[src/rtl/mc_pkg.sv]
// Shared encodings for the multi-cycle RV32I control FSM: opcodes, states,
// datapath mux selects and the ALU operand choice per opcode.
package mc_pkg;

   localparam logic [6:0] ArithmeticR   = 7'b0110011;
   localparam logic [6:0] ArithmeticI   = 7'b0010011;
   localparam logic [6:0] MemoryLoad    = 7'b0000011;
   localparam logic [6:0] MemoryStore   = 7'b0100011;
   localparam logic [6:0] Conditionjump = 7'b1100011;
   localparam logic [6:0] JumpandlinkR  = 7'b1100111;
   localparam logic [6:0] JumpandlinkI  = 7'b1101111;
   localparam logic [6:0] Adduppertopc  = 7'b0010111;
   localparam logic [6:0] Loadupperimm  = 7'b0110111;
   localparam logic [6:0] ControlStatus = 7'b1110011;

   typedef enum logic [2:0] {
      st_fetch, st_decode, st_exec, st_mem, st_wb, st_halt
   } state_t;

   localparam logic [1:0] pc_plus4 = 2'd0;
   localparam logic [1:0] pc_tgt   = 2'd1;
   localparam logic [1:0] pc_alu   = 2'd2;

   localparam logic [1:0] wb_alu  = 2'd0;
   localparam logic [1:0] wb_load = 2'd1;
   localparam logic [1:0] wb_link = 2'd2;

   localparam logic [1:0] alu_a_rs1  = 2'd0;
   localparam logic [1:0] alu_a_pc   = 2'd1;
   localparam logic [1:0] alu_a_zero = 2'd2;

   localparam logic [1:0] alu_b_rs2  = 2'd0;
   localparam logic [1:0] alu_b_imm  = 2'd1;
   localparam logic [1:0] alu_b_four = 2'd2;

   function automatic logic is_known(input logic [6:0] op);
      case (op)
         ArithmeticR, ArithmeticI, MemoryLoad, MemoryStore, Conditionjump,
         JumpandlinkR, JumpandlinkI, Adduppertopc, Loadupperimm,
         ControlStatus: return 1'b1;
         default:       return 1'b0;
      endcase
   endfunction

   // {alu_a_sel, alu_b_sel} for the execute-phase operation of each opcode;
   // held through MEM/WB so an unregistered ALU result stays valid.
   function automatic logic [3:0] exec_alu_sel(input logic [6:0] op);
      case (op)
         ArithmeticI, MemoryLoad, MemoryStore,
         JumpandlinkR:   return {alu_a_rs1, alu_b_imm};
         Loadupperimm:   return {alu_a_zero, alu_b_imm};
         Adduppertopc:   return {alu_a_pc, alu_b_imm};
         default:        return {alu_a_rs1, alu_b_rs2};
      endcase
   endfunction

endpackage

[src/rtl/mc_mem_timer.sv]
// Memory wait watchdog: counts stalled request cycles and raises a sticky
// bus error when a request has waited MEM_TIMEOUT cycles.
module mc_mem_timer #(
   parameter int MEM_TIMEOUT = 16
) (
   input  logic clk,
   input  logic rst,
   input  logic mem_req,
   input  logic mem_ready,
   output logic expire,
   output logic bus_err
);

   localparam int CW = $clog2(MEM_TIMEOUT + 1);

   logic [CW-1:0] cnt;

   assign expire = mem_req && !mem_ready && (cnt == CW'(MEM_TIMEOUT - 1));

   always_ff @(posedge clk) begin
      if (rst) begin
         cnt     <= '0;
         bus_err <= 1'b0;
      end else begin
         if (!mem_req || mem_ready || expire) cnt <= '0;
         else                                 cnt <= cnt + 1'b1;
         if (expire) bus_err <= 1'b1;
      end
   end

endmodule

[src/rtl/mc_control.sv]
// Multi-cycle RV32I control FSM driving the shared datapath.
// Optional MC_ILLEGAL_TRAP_EN: unknown opcodes raise a sticky illegal flag and halt.
module mc_control
   import mc_pkg::*;
#(
   parameter int MEM_TIMEOUT = 16,
   parameter int CNT_W       = 32
) (
   input  logic             clk,
   input  logic             rst,
   input  logic [31:0]      instr,
   input  logic             branch_cond,
   input  logic             mem_ready,
   output logic             mem_req,
   output logic             mem_we,
   output logic             mem_addr_sel,
   output logic             ir_we,
   output logic             ab_we,
   output logic             tgt_we,
   output logic [1:0]       alu_a_sel,
   output logic [1:0]       alu_b_sel,
   output logic             rf_we,
   output logic [1:0]       wb_sel,
   output logic             pc_we,
   output logic [1:0]       pc_src,
   output logic             retire,
   output logic [CNT_W-1:0] instret,
   output logic             bus_err,
`ifdef MC_ILLEGAL_TRAP_EN
   output logic             illegal,
`endif
   output logic             halted
);

   state_t      state;
   logic [6:0]  opcode;
   logic        expire;
   logic        is_jump;
   logic        instr_unused;

   assign opcode       = instr[6:0];
   assign instr_unused = ^instr[31:7];
   assign is_jump      = (opcode == JumpandlinkI) || (opcode == JumpandlinkR);
   assign halted       = (state == st_halt);

   mc_mem_timer #(.MEM_TIMEOUT(MEM_TIMEOUT)) u_timer (
      .clk       (clk),
      .rst       (rst),
      .mem_req   (mem_req),
      .mem_ready (mem_ready),
      .expire    (expire),
      .bus_err   (bus_err)
   );

   // NOTE: every output gets a default before the case so no path leaves one
   // unassigned (which would infer a latch); blocking '=' is right in always_comb.
   always_comb begin
      mem_req      = 1'b0;
      mem_we       = 1'b0;
      mem_addr_sel = 1'b0;
      ir_we        = 1'b0;
      ab_we        = 1'b0;
      tgt_we       = 1'b0;
      alu_a_sel    = alu_a_rs1;
      alu_b_sel    = alu_b_rs2;
      rf_we        = 1'b0;
      wb_sel       = wb_alu;
      pc_we        = 1'b0;
      pc_src       = pc_plus4;
      retire       = 1'b0;
      if (!rst) begin
         case (state)
            st_fetch: begin
               mem_req = 1'b1;
               ir_we   = mem_ready;
            end
            st_decode: begin
               ab_we     = 1'b1;
               tgt_we    = 1'b1;
               alu_a_sel = alu_a_pc;
               alu_b_sel = alu_b_imm;
            end
            st_exec: begin
               {alu_a_sel, alu_b_sel} = exec_alu_sel(opcode);
               case (opcode)
                  ArithmeticR, ArithmeticI, MemoryLoad, MemoryStore,
                  Adduppertopc, Loadupperimm: ;
                  Conditionjump: begin
                     pc_we  = 1'b1;
                     pc_src = branch_cond ? pc_tgt : pc_plus4;
                     retire = 1'b1;
                  end
                  JumpandlinkI: begin
                     pc_we  = 1'b1;
                     pc_src = pc_tgt;
                  end
                  JumpandlinkR: begin
                     pc_we  = 1'b1;
                     pc_src = pc_alu;
                  end
                  default: begin
                     pc_we  = 1'b1;
                     retire = 1'b1;
                  end
               endcase
            end
            st_mem: begin
               {alu_a_sel, alu_b_sel} = exec_alu_sel(opcode);
               mem_req      = 1'b1;
               mem_addr_sel = 1'b1;
               mem_we       = (opcode == MemoryStore);
               if (mem_ready && opcode == MemoryStore) begin
                  pc_we  = 1'b1;
                  retire = 1'b1;
               end
            end
            st_wb: begin
               {alu_a_sel, alu_b_sel} = exec_alu_sel(opcode);
               rf_we  = 1'b1;
               retire = 1'b1;
               pc_we  = !is_jump;
               if (opcode == MemoryLoad) wb_sel = wb_load;
               else if (is_jump)         wb_sel = wb_link;
            end
            default: ;
         endcase
      end
   end

   // NOTE: state and counters use non-blocking '<=' so every flop samples
   // pre-edge values regardless of statement order.
   always_ff @(posedge clk) begin
      if (rst) begin
         state   <= st_fetch;
         instret <= '0;
`ifdef MC_ILLEGAL_TRAP_EN
         illegal <= 1'b0;
`endif
      end else begin
         if (retire) instret <= instret + 1'b1;
         case (state)
            st_fetch:
               if (expire)         state <= st_halt;
               else if (mem_ready) state <= st_decode;
            st_decode:
`ifdef MC_ILLEGAL_TRAP_EN
               if (!is_known(opcode)) begin
                  illegal <= 1'b1;
                  state   <= st_halt;
               end else
`endif
               state <= st_exec;
            st_exec:
               case (opcode)
                  ArithmeticR, ArithmeticI, JumpandlinkI, JumpandlinkR,
                  Adduppertopc, Loadupperimm: state <= st_wb;
                  MemoryLoad, MemoryStore:    state <= st_mem;
                  default:                    state <= st_fetch;
               endcase
            st_mem:
               if (expire)         state <= st_halt;
               else if (mem_ready) state <= (opcode == MemoryLoad) ? st_wb : st_fetch;
            st_wb:   state <= st_fetch;
            st_halt: state <= st_halt;
            default: state <= st_fetch;
         endcase
      end
   end

endmodule

[config.mk]
export PLATFORM = sky130hd
export DESIGN_NAME = mc_control
export DESIGN_NICKNAME = d
export VERILOG_FILES = /design/src/rtl/mc_pkg.sv /design/src/rtl/mc_mem_timer.sv /design/src/rtl/mc_control.sv
export SDC_FILE = /design/constraint.sdc
export NUM_CORES = 1
export LEC_CHECK = 0
export CAP_MARGIN = 0
export CORE_ASPECT_RATIO = 2
export CORE_UTILIZATION = 46
export DETAILED_ROUTE_END_ITERATION = 16
export PLACE_DENSITY = 0.88
export SLEW_MARGIN = 15
export SYNTH_ARGS = -nofsm -noshare
export SYNTH_HDL_FRONTEND = slang
export SYNTH_HIERARCHICAL = 1
export SYNTH_SLANG_ARGS = --single-unit
[constraint.sdc]
create_clock -name clk -period 3.1 [get_ports clk]
set_input_delay 0.62 -clock clk [delete_from_list [all_inputs] [get_ports clk]]
set_output_delay 0.62 -clock clk [all_outputs]
set_load 0.01 [all_outputs]
Word level (Yosys, flattened, before mapping). Index checks and enable logic that the tools add are counted.

Output and inout bits: 51. Input bits: 36. Logic and storage cells: 81. Flip-flop bits (word level): 41.

$add $sub $neg: 2. Eq/ne operators: 17. Reductions and logical operators: 19. Multiplexer cells: 39.

Operators with widths (count): $add A32 B1 Y32 const B (1); $eq A7 B6 Y1 const B (3); $eq A7 B7 Y1 const B (3); $mux W1 (18); $mux W2 (8); $mux W3 (5); $pmux W3 S5 (1); $eq A7 B5 Y1 const B (2); $pmux W4 S3 (1); $reduce_or A6 Y1 (2); $pmux W2 S2 (2); $reduce_or A8 Y1 (1); $eq A7 B2 Y1 const B (1); $eq A3 B2 Y1 const B (2); $eq A3 B3 Y1 const B (2); $ne A3 B2 Y1 const B (2); $pmux W1 S3 (2); $pmux W2 S3 (1); $pmux W3 S2 (1); $reduce_or A2 Y1 (3); $add A5 B1 Y5 const B (1); $eq A5 B4 Y1 const B (1); $reduce_or A4 Y1 (1); $eq A3 B1 Y1 const B (1); 6 further kinds (12).

Longest topological paths before layout. Gate-level depths: netlist of the first run.

Depth after elaboration: 8. Depth in mapped cells: 9. Depth with buffers taken out: 8.

Cells and area by module. Netlist of the first run, hierarchy kept.

By module, submodules not included: mc_control (instances 1, cells each 311, area an instance 2397.3 um^2, seq. area each 700.7 um^2); mc_mem_timer (instances 1, cells each 23, area an instance 231.5 um^2, seq. area each 120.1 um^2).

Worst setup path after synthesis of the first run. No wires, ideal clock.

Path type: input port to output port. Start point: input port instr[2]. End point: output port retire. Arrival time: 1.900 ns. Path slack: 0.580 ns. Data required time: 2.480 ns. Path buffers: 3. Stages: 7. Path through: buf_2 > and2b_1 > nor3_1 > or4_4 > buf_6 > buf_6 > a21oi_1.

Word-level cells in the longest chain between the ends: 5. Elaborated cells between the ends (all ways): 14. Those cells by class: 8 x eq/ne; 4 x mux; 2 x reduce/logical.

RTL lines: start, declared (line mc_control.sv:11) `input logic [31:0] instr,`; $eq A7 B7 Y1, or another cell as far along (line mc_control.sv:85) `case (opcode)`; $reduce_or A8 Y1 (no source line) / $logic_and A1 B1 Y1 (equally long branches); $mux W1 (on tied branches) (line mc_control.sv:85, mc_control.sv:112); $pmux W1 S3 (*) (line mc_control.sv:72) `case (state)`; $mux W1 (*) (line mc_control.sv:71) `if (!rst) begin`; end, declared (line mc_control.sv:26) `output logic retire,`.

Mark *: on every way between the ends. The rest lies on a longest branch, timed or not.

Worst setup path in the final report of the first run.
Start point: input port instr[3]. End point: output port retire.

Same word-level chain as after synthesis.

==> impl_metrics.json, run 1 <==
{
  "detail_route.wl_per_cell_um": 15.1,
  "cp-start-kind": "input pin",
  "setup_viol": 0,
  "synth_top_family_by_area": "simple AND/OR/NAND/NOR gates",
  "place_area_um2": 3360,
  "globalRouteMet2Util_pct": 44.3,
  "synth_edf_count": 0,
  "arrival_ps": 2420,
  "synth_area_um2": 2630,
  "vias": 2726,
  "core_area_um2": 5470,
  "start_util_pct": 48.1,
  "syn_avg_cell_area_um2": 7.87,
  "worst_clock_skew_ps": 8.10,
  "reg2reg_slack_ps": 850,
  "ir_drop_mv": 0.478,
  "min_period_ps": 3040,
  "path_max_fanout": 4,
  "synthCells": 334,
  "synth_fa_ha_area_share_pct": 1.43,
  "finalCritPeriodShare_pct": 98.1,
  "hold_ws_ps": 449,
  "drive_above_1_share_pct": 19.4,
  "portBuffers": 60,
  "ant_nets": 0,
  "drc": 0,
  "hpwl_mm": 5.04,
  "endpoint_kind": "output pin",
  "dr.pass1.iters": 5,
  "drt_wl_total_mm": 7.05,
  "insertion_delay_ps": 310,
  "place.gp.congestion": 0.833,
  "grt_use_met1_pct": 22.4,
  "cts.sinks": 41,
  "ys_warn_count": 6,
  "die_area_um2": 6040,
  "status": "complete, no violations",
  "fmax_mhz": 329,
  "grt_max_degree": 52,
  "layout.cells.non_filler": 467,
  "synth.net_count": 373,
  "cts_tree": "done",
  "numCtsBuffers": 5,
  "final_cell_mix": "nor2_1, clkdlybuf4s50_1, dfxtp_1",
  "fp.dieW_um": 55.5,
  "area_delta_synth_final_pct": 33.7,
  "antenna_cells": 0,
  "grtUsageTotal_pct": 23.8,
  "dpl.cell_count": 456,
  "nets": 445,
  "row_count": 38,
  "drt-initial-drc-count": 92,
  "synth_mux_area_share_pct": 12.9,
  "ys_ff_latch": 41,
  "grt_pass1_wl_mm": 11.4,
  "synth-simple-area-share_pct": 34.0,
  "cap_violations": 0,
  "stdcell_area_um2": 3510,
  "leakage_nw": 1.36,
  "fin_setup_tns_ps": 0,
  "grt_overflow": 0,
  "grt_use_met3_pct": 5.81,
  "ys.flop_type": "dfxtp_1",
  "first_global_vias": 2591,
  "ctsHoldBuffers": 0,
  "synthXorXnorAreaFrac_pct": 1.00,
  "fin_util_pct": 64.3,
  "maxSlewViolCount": 0,
  "die_h_um": 109,
  "synth_compound_area_share_pct": 13.4,
  "yosysSeqAreaShare_pct": 31.2,
  "hp-class": "reg2reg",
  "clkTransAtPathRegs_ps": 80,
  "via_per_inst": 5.84,
  "ys_types": 52,
  "grt_busiest_layer": "met2",
  "cts_max_level": 2,
  "cellPowerDensity_nw_per_um2": 338,
  "clockBufferDepth": 2,
  "slew_headroom_pct": 59.8,
  "antenna_found_initial": 0,
  "required_ps": 2480,
  "criticalPathCategory": "in2out",
  "root_buffer": "clkbuf_8",
  "io_pins": 87,
  "hold_viol": 0,
  "worstMarginPinSlew_ps": 602,
  "synth-async-reset-ratio_pct": 0
}
==> routing by layer <==
layer | wire length, µm | share of wire, %
met5 | 0 | 0
met4 | 262 | 3.7
met3 | 372 | 5.3
met2 | 3920 | 56
met1 | 2500 | 35
==> kinds of logic (layout without fill, tap and decap cells) <==
| logic type | after synthesis | after routing |
|---|---|---|
| DFF | 41 | 41 |
| and+or+nand+nor | 170 | 170 |
| buffers and inverters | 31 | 104 |
| adders and majority gates | 3 | 3 |
| AOI/OAI and AO/OA | 55 | 55 |
| other | 1 | 1 |
| muxes | 30 | 30 |
| xor gates and xnor gates | 3 | 3 |
==> registers in the layout, indices dropped and copies added (netlist names) <==
signal	flops
u_timer/cnt	5
instret	32
state	3
u_timer/bus_err	1
==> power breakdown <==
group          leakage, nW  switching (W)  internal [W]
Combinational        0.967       0.000103     0.0000805
Clock               0.0585       0.000191      0.000263
Sequential           0.331      0.0000181      0.000533
==> cells in the mapped netlist (2+ instances only) <==
cell      instances  share of area (%)
dfxtp_1          41                 31
nor3b_1           2               0.57
mux2_2           30                 13
ha_1              3                1.4
nand2b_1          3               0.71
inv_1             8                1.1
buf_4             2               0.57
nand2_1          18                2.6
clkbuf_1         13                1.9
xor2_1            2               0.67
a21oi_1          31                5.9
buf_6             2               0.86
o21ai_0           3               0.57
nor2_1           53                7.6
nand3_1          19                3.6
and4_1            2               0.67
and3_1            5                1.2
nand3b_1          2               0.57
a211oi_1          5                1.4
nand4_1          12                2.9
o22ai_1           3               0.71
buf_2             5               0.95
nor4_1            3               0.71
nor3_1            9                1.7
a211oi_2          2               0.95
nor2b_1          30                7.1
==> repair_timing <==
item	CTS	global route
gates resized for setup	8	5
setup buffers	2	1
setup endpoints to repair	6	4
pin swaps	0	1
==> critical path: stages <==
cell and delay (ps):
clkdlybuf4s50_1 460, nand3b_1 220, buf_4 150, nor3_2 40, or4_4 490, a21oi_2 150
dlygate4sd2_1 280
==> path summary, 6_finish.rpt <==
| check | startpoint | end | cells after the start |
|---|---|---|---|
| worst max-delay path | instr[3] | retire | 7 |
| worst min-delay path | u_timer/cnt[0]$_SDFF_PP0_ | u_timer/cnt[0]$_SDFF_PP0_ | 1 |
| worst max register to register | state[0]$_SDFFE_PP0P_ | state[0]$_SDFFE_PP0P_ | 7 |
| worst min register to register | u_timer/cnt[0]$_SDFF_PP0_ | u_timer/cnt[0]$_SDFF_PP0_ | 1 |
==> cell type report <==
type / count / area (µm²)
fillers: 436 / 1950
flip-flops and latches: 41 / 821
repair buffers: 88 / 798
clock inverters: 1 / 30.0
inverters: 8 / 30.0
multi-input cells: 262 / 1670
clock buffers: 7 / 86.3
well taps: 60 / 75.1
==> through the flow <==
stage	total power, W	worst slack [ps]
after global routing	0.00124	-1.18
after global placement	0.000734	-214
after detailed placement	0.000741	-248
after CTS	0.00119	0.0571
after floorplan	0.000669	580
final	0.00119	57.9
(Power assumes the default switching activity.)
==> inputs of run 2 (changes only) <==
--- a/config.mk
+++ b/config.mk
@@ -10,7 +10,6 @@
 export CORE_UTILIZATION = 46
 export DETAILED_ROUTE_END_ITERATION = 16
 export PLACE_DENSITY = 0.88
-export SLEW_MARGIN = 15
 export SYNTH_ARGS = -nofsm -noshare
 export SYNTH_HDL_FRONTEND = slang
 export SYNTH_HIERARCHICAL = 1
==> results of run 2 <==
Final layout, timing and power as in run 1 (identical DEF).
==> inputs of run 3 (changes only) <==
--- a/config.mk
+++ b/config.mk
@@ -5,11 +5,12 @@
 export SDC_FILE = /design/constraint.sdc
 export NUM_CORES = 1
 export LEC_CHECK = 0
-export CAP_MARGIN = 0
+export CAP_MARGIN = 10
 export CORE_ASPECT_RATIO = 2
-export CORE_UTILIZATION = 46
+export CORE_UTILIZATION = 48
+export CTS_BUF_LIST = sky130_fd_sc_hd__clkbuf_2 sky130_fd_sc_hd__clkbuf_4 sky130_fd_sc_hd__clkbuf_8
 export DETAILED_ROUTE_END_ITERATION = 16
-export PLACE_DENSITY = 0.88
+export PLACE_DENSITY = 0.91
 export SYNTH_ARGS = -nofsm -noshare
 export SYNTH_HDL_FRONTEND = slang
 export SYNTH_HIERARCHICAL = 1
==> run 3 against run 2 <==
  * Sequential share of layout area grew 0.20 points
  * Sequential power about the same
  * Clock skew increased by 0.93 ps
  * Non-clock buffer count shrank 3
  * Maximum frequency grew 1.7%
  * Utilization is 2.9 points higher
  * Combinational power barely moved
  * Via count increased by 1.9%
  * Clock power down 6.6%
  * Worst setup slack better by 52 ps
  * Flip-flop and latch count did not move
==> impl_metrics.json, run 3 (synthesis results as in run 1) <==
{
  "status": "complete, no violations",
  "clkTransAtPathRegs_ps": 80,
  "hp-class": "reg2reg",
  "cap_violations": 0,
  "grt_overflow": 0,
  "ctsHoldBuffers": 0,
  "hold_viol": 0,
  "min_period_ps": 2990,
  "area_delta_synth_final_pct": 32.5,
  "cts_max_level": 2,
  "root_buffer": "clkbuf_8",
  "ant_nets": 0,
  "worstHoldPathCells": 1,
  "row_count": 37,
  "worst_clock_skew_ps": 9.03,
  "final_cell_mix": "clkdlybuf4s50_1, nor2_1, dfxtp_1",
  "core_area_um2": 5180,
  "rsz0062_at_grt": "false",
  "ir_drop_mv": 0.422,
  "min_from": "u_timer/cnt[0]$_SDFF_PP0_",
  "nets": 442,
  "leakage_nw": 1.33,
  "endpoint_kind": "output pin",
  "drt-initial-drc-count": 77,
  "maxSlewViolCount": 0,
  "antenna_cells": 0,
  "dr.pass1.iters": 4,
  "start_util_pct": 50.7,
  "hpwl_mm": 4.85,
  "r2r-start": "state[2]$_SDFFE_PP0P_",
  "finalCritPeriodShare_pct": 96.5,
  "multi_input_area_um2": 1670,
  "via_per_inst": 6.02,
  "place.gp.congestion": 0.809,
  "cellPowerDensity_nw_per_um2": 331,
  "worstMarginPinSlew_ps": 591,
  "path_max_fanout": 5,
  "first_global_vias": 2656,
  "drt_wl_total_mm": 6.88,
  "detail_route.wl_per_cell_um": 14.9,
  "drc": 0,
  "setup_viol": 0,
  "grtUsageTotal_pct": 25.2,
  "fp.dieW_um": 54.3,
  "cts.sinks": 41,
  "largest_register_ffs": 32,
  "drive_above_1_share_pct": 18.6,
  "cts_tree": "done",
  "regArea_um2": 821,
  "top_regs": "instret x32, u_timer/cnt x5, state x3",
  "fmax_mhz": 334,
  "largest_register": "instret",
  "place_area_um2": 3350,
  "stdcell_area_um2": 3480,
  "io_pins": 87,
  "criticalPathCategory": "in2out",
  "numCtsBuffers": 5,
  "die_area_um2": 5790,
  "min_to": "u_timer/cnt[0]$_SDFF_PP0_",
  "rr_endpoint": "instret[27]$_SDFFE_PP0P_",
  "slew_headroom_pct": 60.4,
  "antenna_found_initial": 0,
  "vias": 2777,
  "dp_slack_ps": -220,
  "fillers": 397,
  "clockBufferDepth": 2,
  "required_ps": 2480,
  "reg2regPathDepth": 5,
  "grt_max_degree": 48,
  "die_h_um": 107,
  "reg2reg_slack_ps": 900,
  "portBuffers": 60,
  "grt_pass1_wl_mm": 11.0,
  "arrival_ps": 2370,
  "cp-start-kind": "input pin",
  "worst_slack_ps": 110,
  "final_common_cell": "clkdlybuf4s50_1",
  "insertion_delay_ps": 300
}
-- run 3: worst max path at each step --
stage / start / to / slack (ps) / cells past startpoint
CTS: instr[4] / alu_a_sel[0] / 20 / 5
detailed placement: instr[4] / retire / -220 / 6
global route: instr[0] / pc_we / 6 / 8
finish: instr[2] / mem_we / 110 / 5
floorplan: instr[2] / retire / 580 / 7
global placement: instr[3] / retire / -270 / 7
-- run 3: layout make-up --
cell class / instances / area share, %
multi-input combinational: 262 / 48.1
sequential: 41 / 23.6
timing repair buffer: 85 / 22.4
tap: 58 / 2.08
clock buffer: 5 / 1.98
clock inverter: 2 / 1.01
inverter: 8 / 0.862
-- run 3: routing by layer --
layer | wire [µm] | vias up | share of wire, % | global-route usage, %
li1 | - | 1324 | - | -
met1 | 2380 | 1311 | 35 | 22.6
met2 | 3900 | 110 | 57 | 46.6
met3 | 320 | 32 | 4.7 | 4.26
met4 | 274 | 0 | 4.0 | 17.0
met5 | 0 | - | 0 | 0
-- run 3: repair_timing --
item,in CTS,in global routing
gates resized for setup,5,5
setup buffers,1,0
cloned,0,0
endpoints found under the setup margin,4,4
-- run 3: stage by stage --
step / hold slack, ps / power (W) / util, % / setup TNS (ps) / cells
2_1_floorplan: 417 / 0.000669 / - / 0 / 334
3_3_place_gp: 426 / 0.000729 / 64.6 / -600 / 453
3_5_place_dp: 436 / 0.000736 / 64.6 / -458 / 453
4_1_cts: 451 / 0.00115 / 66.8 / 0 / 461
5_1_grt: 482 / 0.00119 / 67.2 / 0 / 461
6_report: 453 / 0.00115 / 67.2 / 0 / 461
-- run 3: critical path, cell delays in order --
cell and delay, ps:
clkdlybuf4s50_1 500, buf_4 190, or4_1 580, nor3_1 190, dlygate4sd2_1 290
-- run 3: report_power, final --
| part | internal (W) | switching [W] |
|---|---|---|
| registers | 0.000533 | 0.0000163 |
| clock network | 0.000234 | 0.000190 |
| logic | 0.0000792 | 0.000101 |
| total | 0.000847 | 0.000307 |
